`config.mk`:
```
export PLATFORM = sky130hd
export DESIGN_NAME = psg_tone_scheduler
export DESIGN_NICKNAME = d
export VERILOG_FILES = /design/src/rtl/psg_pkg.sv /design/src/rtl/psg_prescaler.sv /design/src/rtl/psg_tone_scheduler.sv
export SDC_FILE = /design/constraint.sdc
export NUM_CORES = 1
export LEC_CHECK = 0
export ABC_AREA = 1
export CAP_MARGIN = 20
export CORE_ASPECT_RATIO = 0.9
export CORE_MARGIN = 2
export CORE_UTILIZATION = 55
export DETAILED_ROUTE_END_ITERATION = 6
export HOLD_SLACK_MARGIN = 0.05
export PLACE_DENSITY = 0.88
export SETUP_SLACK_MARGIN = 0.02
export SLEW_MARGIN = 20
export SYNTH_ARGS = -nofsm -noshare
export SYNTH_HDL_FRONTEND = slang
export SYNTH_SLANG_ARGS = --single-unit
```
`constraint.sdc`:
```
create_clock -name clk -period 3 [get_ports clk]
set_input_delay 0.3 -clock clk [delete_from_list [all_inputs] [get_ports clk]]
set_output_delay 0.3 -clock clk [all_outputs]
set_load 0.1 [all_outputs]
```
`src/rtl/psg_pkg.sv`:
```
// rtl/psg_pkg.sv - shared types and constants for the PSG tone scheduler
//
// Purpose: scheduler state encoding, default channel/period sizing and the
//          silent attenuation code used by psg_tone_scheduler.
// Ports:   none (package).
package psg_pkg;

    localparam int         NUM_CH       = 3;
    localparam int         FREQ_W       = 10;
    localparam logic [3:0] ATTEN_SILENT = 4'hF;

    typedef enum logic [1:0] {
        IDLE,
        SVC,
        DONE
    } sched_state_t;

    typedef logic [$clog2(NUM_CH)-1:0] ch_idx_t;

endpackage

```
`src/rtl/psg_prescaler.sv`:
```
// rtl/psg_prescaler.sv - free-running tone-tick prescaler
//
// Purpose: counts 0..PRESCALE-1 and flags the last count as the tone tick.
// Ports:   clk   - system clock
//          reset - asynchronous, active-high reset
//          tick  - high for the one cycle in which the count is PRESCALE-1
module psg_prescaler #(
    parameter int PRESCALE = 16
) (
    input  logic clk,
    input  logic reset,
    output logic tick
);

    localparam int               CNT_W = (PRESCALE > 1) ? $clog2(PRESCALE) : 1;
    localparam logic [CNT_W-1:0] LAST  = CNT_W'(PRESCALE - 1);

    logic [CNT_W-1:0] cnt;

    always_ff @(posedge clk or posedge reset) begin
        if (reset) begin
            cnt <= '0;
        end else if (cnt == LAST) begin
            cnt <= '0;
        end else begin
            cnt <= cnt + CNT_W'(1);
        end
    end

    assign tick = (cnt == LAST);

endmodule

```
`src/rtl/psg_tone_scheduler.sv`:
```
// rtl/psg_tone_scheduler.sv - time-shared tone counter scheduler for PSG channels
//
// Purpose: holds per-channel period and attenuation registers and services one
//          channel per clock after each prescaler tick, producing square-wave
//          tone bits and a per-tick sample strobe.
// Ports:   clk           - system clock
//          reset         - asynchronous, active-high reset
//          enable        - one-hot period write strobe, qualifies freq
//          freq          - period value
//          atten_enable  - one-hot attenuation write strobe, qualifies atten_mag
//          atten_mag     - attenuation value
//          tone_out      - registered square-wave bit per channel
//          atten_out     - registered attenuation, ch k at [4k+3:4k]
//          sample_strobe - one-cycle pulse once every channel has been serviced
//          busy          - high while the scheduler is not idle
module psg_tone_scheduler #(
    parameter int PRESCALE = 16,
    parameter int NUM_CH   = psg_pkg::NUM_CH,
    parameter int FREQ_W   = psg_pkg::FREQ_W
) (
    input  logic                clk,
    input  logic                reset,
    input  logic [NUM_CH-1:0]   enable,
    input  logic [FREQ_W-1:0]   freq,
    input  logic [NUM_CH-1:0]   atten_enable,
    input  logic [3:0]          atten_mag,
    output logic [NUM_CH-1:0]   tone_out,
    output logic [4*NUM_CH-1:0] atten_out,
    output logic                sample_strobe,
    output logic                busy
);

    import psg_pkg::*;

    // The walk over all channels must finish before the next tick arrives,
    // and the channel index must be wide enough to address every channel.
    if (PRESCALE < NUM_CH + 2) begin : g_bad_prescale
        $error("psg_tone_scheduler: PRESCALE must be >= NUM_CH+2");
    end
    if (NUM_CH > (1 << $bits(ch_idx_t))) begin : g_bad_num_ch
        $error("psg_tone_scheduler: NUM_CH exceeds channel index width");
    end

    localparam ch_idx_t           LAST_CH  = ch_idx_t'(NUM_CH - 1);
    localparam logic [FREQ_W-1:0] FREQ_ONE = FREQ_W'(1);

    logic                          tick;
    sched_state_t                  state, state_next;
    ch_idx_t                       ch, ch_next;
    logic [NUM_CH-1:0][FREQ_W-1:0] period;
    logic [NUM_CH-1:0][FREQ_W-1:0] count;

    psg_prescaler #(
        .PRESCALE(PRESCALE)
    ) u_prescaler (
        .clk  (clk),
        .reset(reset),
        .tick (tick)
    );

    always_ff @(posedge clk or posedge reset) begin
        if (reset) begin
            state <= IDLE;
            ch    <= '0;
        end else begin
            state <= state_next;
            ch    <= ch_next;
        end
    end

    always_comb begin
        state_next = state;
        ch_next    = ch;
        case (state)
            IDLE: begin
                if (tick) begin
                    state_next = SVC;
                    ch_next    = '0;
                end
            end
            SVC: begin
                if (ch == LAST_CH) begin
                    state_next = DONE;
                end else begin
                    ch_next = ch + ch_idx_t'(1);
                end
            end
            DONE:    state_next = IDLE;
            default: state_next = IDLE;
        endcase
    end

    assign sample_strobe = (state == DONE);
    assign busy          = (state != IDLE);

    always_ff @(posedge clk or posedge reset) begin
        if (reset) begin
            period <= '0;
        end else begin
            for (int k = 0; k < NUM_CH; k++) begin
                if (enable[k]) begin
                    period[k] <= freq;
                end
            end
        end
    end

    // Service reads period[] before the write on the same edge lands, so a
    // colliding write only affects the following reload.
    always_ff @(posedge clk or posedge reset) begin
        if (reset) begin
            count    <= '0;
            tone_out <= '0;
        end else if (state == SVC) begin
            for (int k = 0; k < NUM_CH; k++) begin
                if (ch == ch_idx_t'(k)) begin
                    if (period[k] <= FREQ_ONE) begin
                        tone_out[k] <= 1'b1;
                        count[k]    <= '0;
                    end else if (count[k] <= FREQ_ONE) begin
                        tone_out[k] <= ~tone_out[k];
                        count[k]    <= period[k];
                    end else begin
                        count[k] <= count[k] - FREQ_ONE;
                    end
                end
            end
        end
    end

    always_ff @(posedge clk or posedge reset) begin
        if (reset) begin
            atten_out <= {NUM_CH{ATTEN_SILENT}};
        end else begin
            for (int k = 0; k < NUM_CH; k++) begin
                if (atten_enable[k]) begin
                    atten_out[4*k +: 4] <= atten_mag;
                end
            end
        end
    end

    a_no_tick_when_busy : assert property (
        @(posedge clk) disable iff (reset) !(tick && busy)
    ) else $error("psg_tone_scheduler: tick while scheduler busy");

endmodule

```
# ---- Word-level counts from Yosys, hierarchy flattened
# Index checks and enable logic that the tools add are counted.
dict set report totals {
  regBits 83
  output_inout_bits 17
  wordCells 71
}
dict set report op_classes {
  addsub 5
  n_lt_le_gt_ge 6
  n_eq_ne 8
  mux 19
  bitwise 3
  n_reduce_logical 15
}
# operator n
set ops {}
lappend ops {{$le 10x1->1 const B} 6}
lappend ops {{$mux 10} 6}
lappend ops {{$sub 10x1->10 const B} 3}
lappend ops {{$reduce_and 3->1} 4}
lappend ops {{$reduce_bool 2->1} 5}
lappend ops {{$mux 2} 4}
lappend ops {{$pmux 2 s2} 2}
lappend ops {{$reduce_and 2->1} 4}
lappend ops {{$mux 1} 6}
lappend ops {{$add 4x1->4 const B} 1}
lappend ops {{$eq 2x1->1 const B} 2}
lappend ops {{$eq 2x2->1 const B} 2}
lappend ops {{$eq 4x4->1 const B} 1}
lappend ops {{$logic_not 2->1} 2}
lappend ops {{$mux 4} 1}
lappend ops {{$ne 2x2->1 const B} 2}
lappend ops {{$not 1->1} 3}
lappend ops {{$add 2x1->2 const B} 1}
lappend ops {{$ne 2x1->1 const B} 1}

# ---- Logic depth before layout (Yosys ltp)
# Gate-level depths: netlist (run 1).
dict set report logic_depth {
  depth_word 3
  mapped_depth 10
  depth_no_buf 9
}

# ---- Modules after synthesis
# A second synthesis (run 1) with hierarchy kept.
dict set report hier_totals {
  hier_cells 566
  area_unflattened_um2 4489.3
}
# module n_inst cells_each area_each_um2 seq_area_each_um2
set modules_own_cells {}
lappend modules_own_cells {psg_tone_scheduler 1 548 4312.9 1991.9}
lappend modules_own_cells {psg_prescaler 1 18 176.4 100.1}

# ---- Worst setup path before layout (run 1)
# Ideal clock, no wire load.
dict set report synth_timing {
  kind {register to output}
  startpoint {reg state[1]}
  endpoint {out sample_strobe}
  t_arrival_ps 1779
  setup_slack_ps 921
  path_stages_with_launch 3
  path_buffers 0
  path_cell_list {dfrtp_1 > inv_1 > nor2_1}
}
dict set report synth_between {
  elab_chain_len 1
}
# element line
set synth_rtl {}
lappend synth_rtl {{start: declaration} psg_tone_scheduler.sv:48} ;# sched_state_t state, state_next;
lappend synth_rtl {{start signal: assignment} psg_tone_scheduler.sv:66} ;# state <= state_next;
lappend synth_rtl {{$eq 2x2->1} psg_tone_scheduler.sv:93} ;# assign sample_strobe = (state == DONE);
lappend synth_rtl {{end: declaration} psg_tone_scheduler.sv:29} ;# output logic sample_strobe,
# Every way passes these cells.

# ---- Worst setup path in the final report (run 1)
dict set report layout_timing {
  startpoint {reg count[20] (netlist name)}
  endpoint {reg count[22] (netlist name)}
}
dict set report layout_between {
  elab_chain_len 3
}
# element line
set layout_rtl {}
lappend layout_rtl {{start: declaration} psg_tone_scheduler.sv:51} ;# logic [NUM_CH-1:0][FREQ_W-1:0] count;
lappend layout_rtl {{start signal: indexed assignment} psg_tone_scheduler.sv:122} ;# count[k] <= period[k];
lappend layout_rtl {{start signal: indexed assignment} psg_tone_scheduler.sv:124} ;# count[k] <= count[k] - FREQ_ONE;
lappend layout_rtl {{$sub 10x1->10 / $le 10x1->1 (equally long branches)} {psg_tone_scheduler.sv:124, psg_tone_scheduler.sv:120}}
lappend layout_rtl {{$mux 10 *} psg_tone_scheduler.sv:120} ;# end else if (count[k] <= FREQ_ONE) begin
lappend layout_rtl {{$mux 10 *} psg_tone_scheduler.sv:117} ;# if (period[k] <= FREQ_ONE) begin
# Every way passes the cells marked *; elsewhere a longest branch is shown, timed or not.
# A chain may end at the register's enable or synchronous reset.

==> impl_metrics.toml, run 1 <==
[status]
outcome = "finished clean"

[layout]
multi_input_area_um2 = 2092
final_cells = 700
final_area_um2 = 5105
nets = 628
regArea_um2 = 2092
n_antenna_cell = 0
fillers = 661
layout-drive-gt1-share_pct = 17.14
synthToLayoutAreaGrowth_pct = 12.96

[floorplanning]
coreArea_um2 = 8029
die_w_um = 99.55
ioPinCount = 39
die_area_um2 = 8959
die_h_um = 90.00
initial_core_util_pct = 56.29
rows = 31

[sta]
finalHoldViolCount = 0
clock_skew_ns = 0.008449
setup-violations-final = 0
relSlewSlack_pct = 54.52
timing.hold.ws_ns = 0.3147
fin_setup_tns_ns = 0
finalCritPeriodShare_pct = 61.46
worstMarginPinSlew_ns = 0.6796
period_needed_ns = 1.844
rsz0062_at_grt = "false"
max_freq_mhz = 542.4
slew_viol_final = 0

[synthesis]
synthArstFlopShare_pct = 100.0
synth_common_cells = "nand2_1 (149), nand3_1 (73), dfrtp_1 (71), nor2_1 (60), inv_1 (59)"
synth_nets = 589
yosysTopAreaCellShare_pct = 39.31
ys_types = 35
syn-cell-area_um2 = 4519
ys_ff_latch = 83
syn_area_per_cell_um2 = 8.114
yosysTopAreaCell = "dfrtp_1"
yosysWarningCount = 0
yosys_most_used_dff = "dfrtp_1"
netlist_instances = 557
synth_edf_count = 0
ys_top_cells_by_area = "dfrtp_1 (39%), nand2_1 (12%), nand3_1 (8.1%), dfstp_2 (7.0%), nor2_1 (5.0%)"
yosysSeqAreaShare_pct = 46.29
synth_most_common_cell = "nand2_1"

[worst_setup_path]
end_kind = "flop"
cp.arrival_ns = 2.10
start_kind = "flop"
r2r_slack_ns = 1.16
crit_type = "reg2reg"
path_max_fanout = 11
required_ns = 3.25

[global_routing]
overflow = 0
grt_pass1_vias = 3591
grt_pass1_wl_um = 16230
grt_max_degree = 36
grtUsageTotal_pct = 22.53
antenna_found_initial = 0

[clock_tree]
cts_tree = "done"
clkSlewWorstSetupHoldPaths_ns = 0.09
cts_buffer_depth = 2
clock_sinks = 83
ctsHoldBuffers = 0
cts_setup_buffers = 0
cts-resized-gates = 0
h-tree-depth = 3
cts_buffers = 9
root_buffer = "clkbuf_8"
insertion_delay_ns = 0.36

[route]
wl_per_cell_um = 13.44
totalWireLength_um = 9410
vias = 3747
first_pass_iters = 5
ant_nets = 0
drcViolationCount = 0
drt_iter0_drc = 230
vias_per_cell = 5.353

[placement]
dp_cells = 684
placed_cell_area_um2 = 4930
dpl.hpwl_um = 6911
port_buffers = 38
gp_congestion = 0.8712

[power_and_ir_drop]
total_power_mw = 2.769
p_leak_nw = 2.450
max-vdd-ir-drop_mv = 0.3598
power_density_nw_per_um2 = 542.5

[run]
maxCapViolations = 0

[min_path]
hold_class = "in2async"
## per-layer routing
| metal | global-route usage [%] | up-vias | part of all wire, % | routed length (um) |
|---|---|---|---|---|
| li1 | - | 1853 | - | - |
| met5 | 0 | - | 0 | 0 |
| met2 | 37.56 | 97 | 49 | 4616 |
| met4 | 6.507 | 0 | 1.7 | 163 |
| met1 | 30.10 | 1782 | 45 | 4224 |
| met3 | 4.277 | 15 | 4.3 | 406 |
## placed cells by master, fill, tap and decap left out, drive strengths merged, types with 5 or more instances in the layout
| cell type | Yosys | routed |
|---|---|---|
| buf | 6 | 19 |
| clkbuf | 6 | 9 |
| clkdlybuf4s50 | 0 | 21 |
| clkinv | 1 | 5 |
| dfrtp | 71 | 71 |
| dfstp | 12 | 12 |
| ha | 10 | 10 |
| inv | 65 | 66 |
| mux2 | 19 | 19 |
| nand2 | 156 | 156 |
| nand3 | 76 | 76 |
| nor2 | 74 | 74 |
| o21ai | 48 | 48 |
## stage by stage
step	setup WS, ns	utilization, %
floorplan	0.5831	-
global placement	1.298	61.40
detailed placement	1.200	61.40
CTS	1.179	63.58
global route	0.9642	63.58
finish	1.156	63.58
## logic make-up (layout without fill, tap and decap cells)
| family | count (synthesis) | after routing | share of synthesized area (%) |
|---|---|---|---|
| and+or+nand+nor | 310 | 310 | 31.37 |
| AOI/OAI and AO/OA | 52 | 52 | 6.451 |
| muxes | 19 | 19 | 4.734 |
| buffers and inverters | 78 | 122 | 7.420 |
| adders and majority gates | 10 | 10 | 2.769 |
| xor gates and xnor gates | 5 | 5 | 0.9689 |
| DFF | 83 | 83 | 46.29 |
## power breakdown
| part | internal (mW) | switching, mW |
|---|---|---|
| clock | 0.304 | 0.426 |
| combinational | 0.226 | 0.450 |
| sequential | 1.25 | 0.110 |
| total | 1.78 | 0.986 |
## final cells by class
class,count,share of cell area [%]
Sequential cell,83,40.98
Multi-Input combinational cell,396,40.98
Timing Repair Buffer,40,7.157
Inverter,66,5.025
Clock buffer,9,2.426
Tap cell,99,2.426
Clock inverter,7,1.005
## critical path, cell delays in order, from the launching register on
cell      delay (ns)
dfrtp_1         0.41
inv_1           0.13
ha_1            0.26
o21ai_1         0.08
nor2_1          0.54
nand2_1         0.13
o211ai_1        0.13
nand2_1         0.06
## final timing paths
check,endpoint,cells after the start,startpoint
max,count[22]$_DFFE_PP0P_,7,count[20]$_DFFE_PP0P_
min reg2reg,u_prescaler.cnt[1]$_DFF_PP0_,1,u_prescaler.cnt[1]$_DFF_PP0_
min,u_prescaler.cnt[2]$_DFF_PP0_,2,reset
min in group clk,u_prescaler.cnt[1]$_DFF_PP0_,1,u_prescaler.cnt[1]$_DFF_PP0_
max in group asynchronous,tone_out[1]$_DFFE_PP0P_,3,reset
max reg2reg,count[22]$_DFFE_PP0P_,7,count[20]$_DFFE_PP0P_
## flip-flops by register name (all words and copies together), names as in the netlist
register and count:
u_prescaler.cnt 4, atten_out 12, state 2, tone_out 3, ch 2, count 30
period 30
No activity file was read; power rests on OpenSTA's default activity.
==> inputs of run 2 (changes only) <==
--- a/config.mk
+++ b/config.mk
@@ -9,7 +9,7 @@
 export CAP_MARGIN = 20
 export CORE_ASPECT_RATIO = 0.9
 export CORE_MARGIN = 2
-export CORE_UTILIZATION = 55
+export CORE_UTILIZATION = 52
 export DETAILED_ROUTE_END_ITERATION = 6
 export HOLD_SLACK_MARGIN = 0.05
 export PLACE_DENSITY = 0.88
==> constraint.sdc (replaced) <==
create_clock -name clk -period 1.65 [get_ports clk]
set_input_delay 0.165 -clock clk [delete_from_list [all_inputs] [get_ports clk]]
set_output_delay 0.165 -clock clk [all_outputs]
set_load 0.1 [all_outputs]
==> run 2 against run 1 <==
- design area up 7.9%
- combinational power increased by 110%
- total power up 91%
- critical path depth rose by 2
- worst setup slack worse by 1.1 ns
- largest cell class is now multi-input combinational cells
- clock skew increased by 0.0041 ns
- register-to-register slack lost 1.1 ns
==> impl_metrics.toml, run 2 (synthesis gave the netlist of run 1 again) <==
[layout]
final_cells = 734
largest_registers = "count: 30 flops, period: 30 flops, atten_out: 12 flops"
layout-drive-gt1-share_pct = 20.33
layout_commonest_cell = "nand2_1"
final_util_pct = 64.87
fillers = 684
n_antenna_cell = 0
nets = 642
synthToLayoutAreaGrowth_pct = 21.84
final_cell_mix = "nand2_1 (148), nand3_1 (73), dfrtp_1 (71)"
final_area_um2 = 5507

[clock_tree]
clkSlewWorstSetupHoldPaths_ns = 0.09
cts_buffer_depth = 2
h-tree-depth = 3
ctsHoldBuffers = 0
root_buffer = "clkbuf_8"
clock_sinks = 83
cts_tree = "done"
cts_buffers = 9
insertion_delay_ns = 0.37

[sta]
finalCritPeriodShare_pct = 94.37
clock_skew_ns = 0.01257
max_freq_mhz = 642.2
timing.hold.ws_ns = 0.2614
final.setup.worst_slack_ns = 0.09284
finalHoldViolCount = 0
relSlewSlack_pct = 72.58
slew_viol_final = 0
worstMarginPinSlew_ns = 0.4113
period_needed_ns = 1.557
rsz0062_at_grt = "true"
setup-violations-final = 0

[route]
drcViolationCount = 0
vias = 3920
drt_iter0_drc = 281
first_pass_iters = 5
totalWireLength_um = 10220
vias_per_cell = 5.341
wl_per_cell_um = 13.93
ant_nets = 0

[placement]
dp_cells = 712
port_buffers = 38
gp_congestion = 0.9591
place_ws_ns = 0.07781
dpl.hpwl_um = 7263
placed_cell_area_um2 = 5233

[worst_setup_path]
critPathMaxStageDelay_ns = 0.41
end_kind = "flop"
slowest_stage = "dfrtp_1"
path_max_fanout = 11
cp_common_cell = "nor2_1"
cp.arrival_ns = 1.81
crit_type = "reg2reg"
start_kind = "flop"
required_ns = 1.90
worst-r2r-cell-count = 9
path_cells = "inv_1 -> ha_2 -> nor2_1 -> nor2_1 -> nand3_4 -> nor2_1 -> nor2_1 -> nand2_1 -> nand2_1"

[floorplanning]
die_w_um = 102.3
rows = 32
coreArea_um2 = 8488
die_area_um2 = 9454
initial_core_util_pct = 53.24
ioPinCount = 39
die_h_um = 92.44

[power_and_ir_drop]
max-vdd-ir-drop_mv = 0.5520
p_leak_nw = 2.601
power_density_nw_per_um2 = 959.4

[global_routing]
grt_max_degree = 78
antenna_found_initial = 0
overflow = 0
grt_pass1_wl_um = 16370
grtUsageTotal_pct = 21.84
grt_pass1_vias = 3527

[status]
outcome = "finished clean"

[run]
maxCapViolations = 0

[min_path]
hold_class = "in2async"
run 2: cell count changes in the layout (fill, tap and decap cells not counted), moves of 2 or more:
cell and delta:
buf_12 +18, buf_4 -5, nor2_1 -3, nor2_2 +3, clkinv_2 -2, inv_1 -2, inv_2 +2, nand3_2 -2
nand3_4 +2
run 2: power by group:
group	internal [mW]	total [mW]	switching (mW)	leakage (nW)
logic	0.536	1.40	0.859	1.54
registers	2.28	2.50	0.221	0.970
clock network	0.598	1.39	0.788	0.0893
total	3.41	5.28	1.87	2.60
run 2: stage by stage:
stage / power (mW) / setup TNS [ns]
2_1_floorplan: 3.422 / 0
3_3_place_gp: 3.810 / 0
3_5_place_dp: 3.867 / 0
4_1_cts: 5.244 / 0
5_1_grt: 5.537 / -0.01923
6_report: 5.283 / 0
run 2: repair_timing:
| action | 4_1_cts | 5_1_grt |
|---|---|---|
| resized for setup | 0 | 10 |
| endpoints found under the setup margin | 0 | 28 |
| setup buffers | 0 | 5 |
run 2: final cells by class:
type	count	area, um^2	share of cell area (%)
Clock buffer	10	137.6	2.499
Sequential cell	83	2092	37.99
Multi-Input combinational cell	397	2135	38.76
Timing Repair Buffer	53	688.2	12.50
Inverter	66	259.0	4.703
Tap cell	119	148.9	2.704
Clock inverter	6	46.29	0.8407
run 2: path summary, 6_finish.rpt:
check | slack [ns] | from | to
min in group clk | 0.47 | freq[4] | period[14]$_DFFE_PP0P_
max in group asynchronous | 0.95 | reset | atten_out[10]$_DFFE_PP1P_
worst min-delay path | 0.26 | reset | atten_out[4]$_DFFE_PP1P_
worst min register to register | 0.52 | u_prescaler.cnt[3]$_DFF_PP0_ | u_prescaler.cnt[3]$_DFF_PP0_
worst max register to register | 0.09 | count[20]$_DFFE_PP0P_ | count[29]$_DFFE_PP0P_
worst max-delay path | 0.09 | count[20]$_DFFE_PP0P_ | count[29]$_DFFE_PP0P_
run 2: per-layer routing:
metal  vias to the layer above  track usage, %  part of all wire, %
li1                       1885               -                    -
met1                      1869           29.53                   43
met2                       145           35.69                   49
met3                        21           4.830                  6.1
met4                         0           5.778                  1.7
met5                         -               0                    0
run 2: worst max-delay path, delay by kind of cell (launching register included):
family	cells	cell delay, ns
buffers and inverters	1	0.10
flip-flops	1	0.41
AND/OR/NAND/NOR	7	0.73
adder cells (fa/ha/maj)	1	0.23
==> inputs of run 3 (changes only) <==
--- a/config.mk
+++ b/config.mk
@@ -6,7 +6,7 @@
 export NUM_CORES = 1
 export LEC_CHECK = 0
 export ABC_AREA = 1
-export CAP_MARGIN = 20
+export CAP_MARGIN = 0
 export CORE_ASPECT_RATIO = 0.9
 export CORE_MARGIN = 2
 export CORE_UTILIZATION = 52
==> results of run 3 <==
Final layout, timing and power as in run 2 (identical DEF).
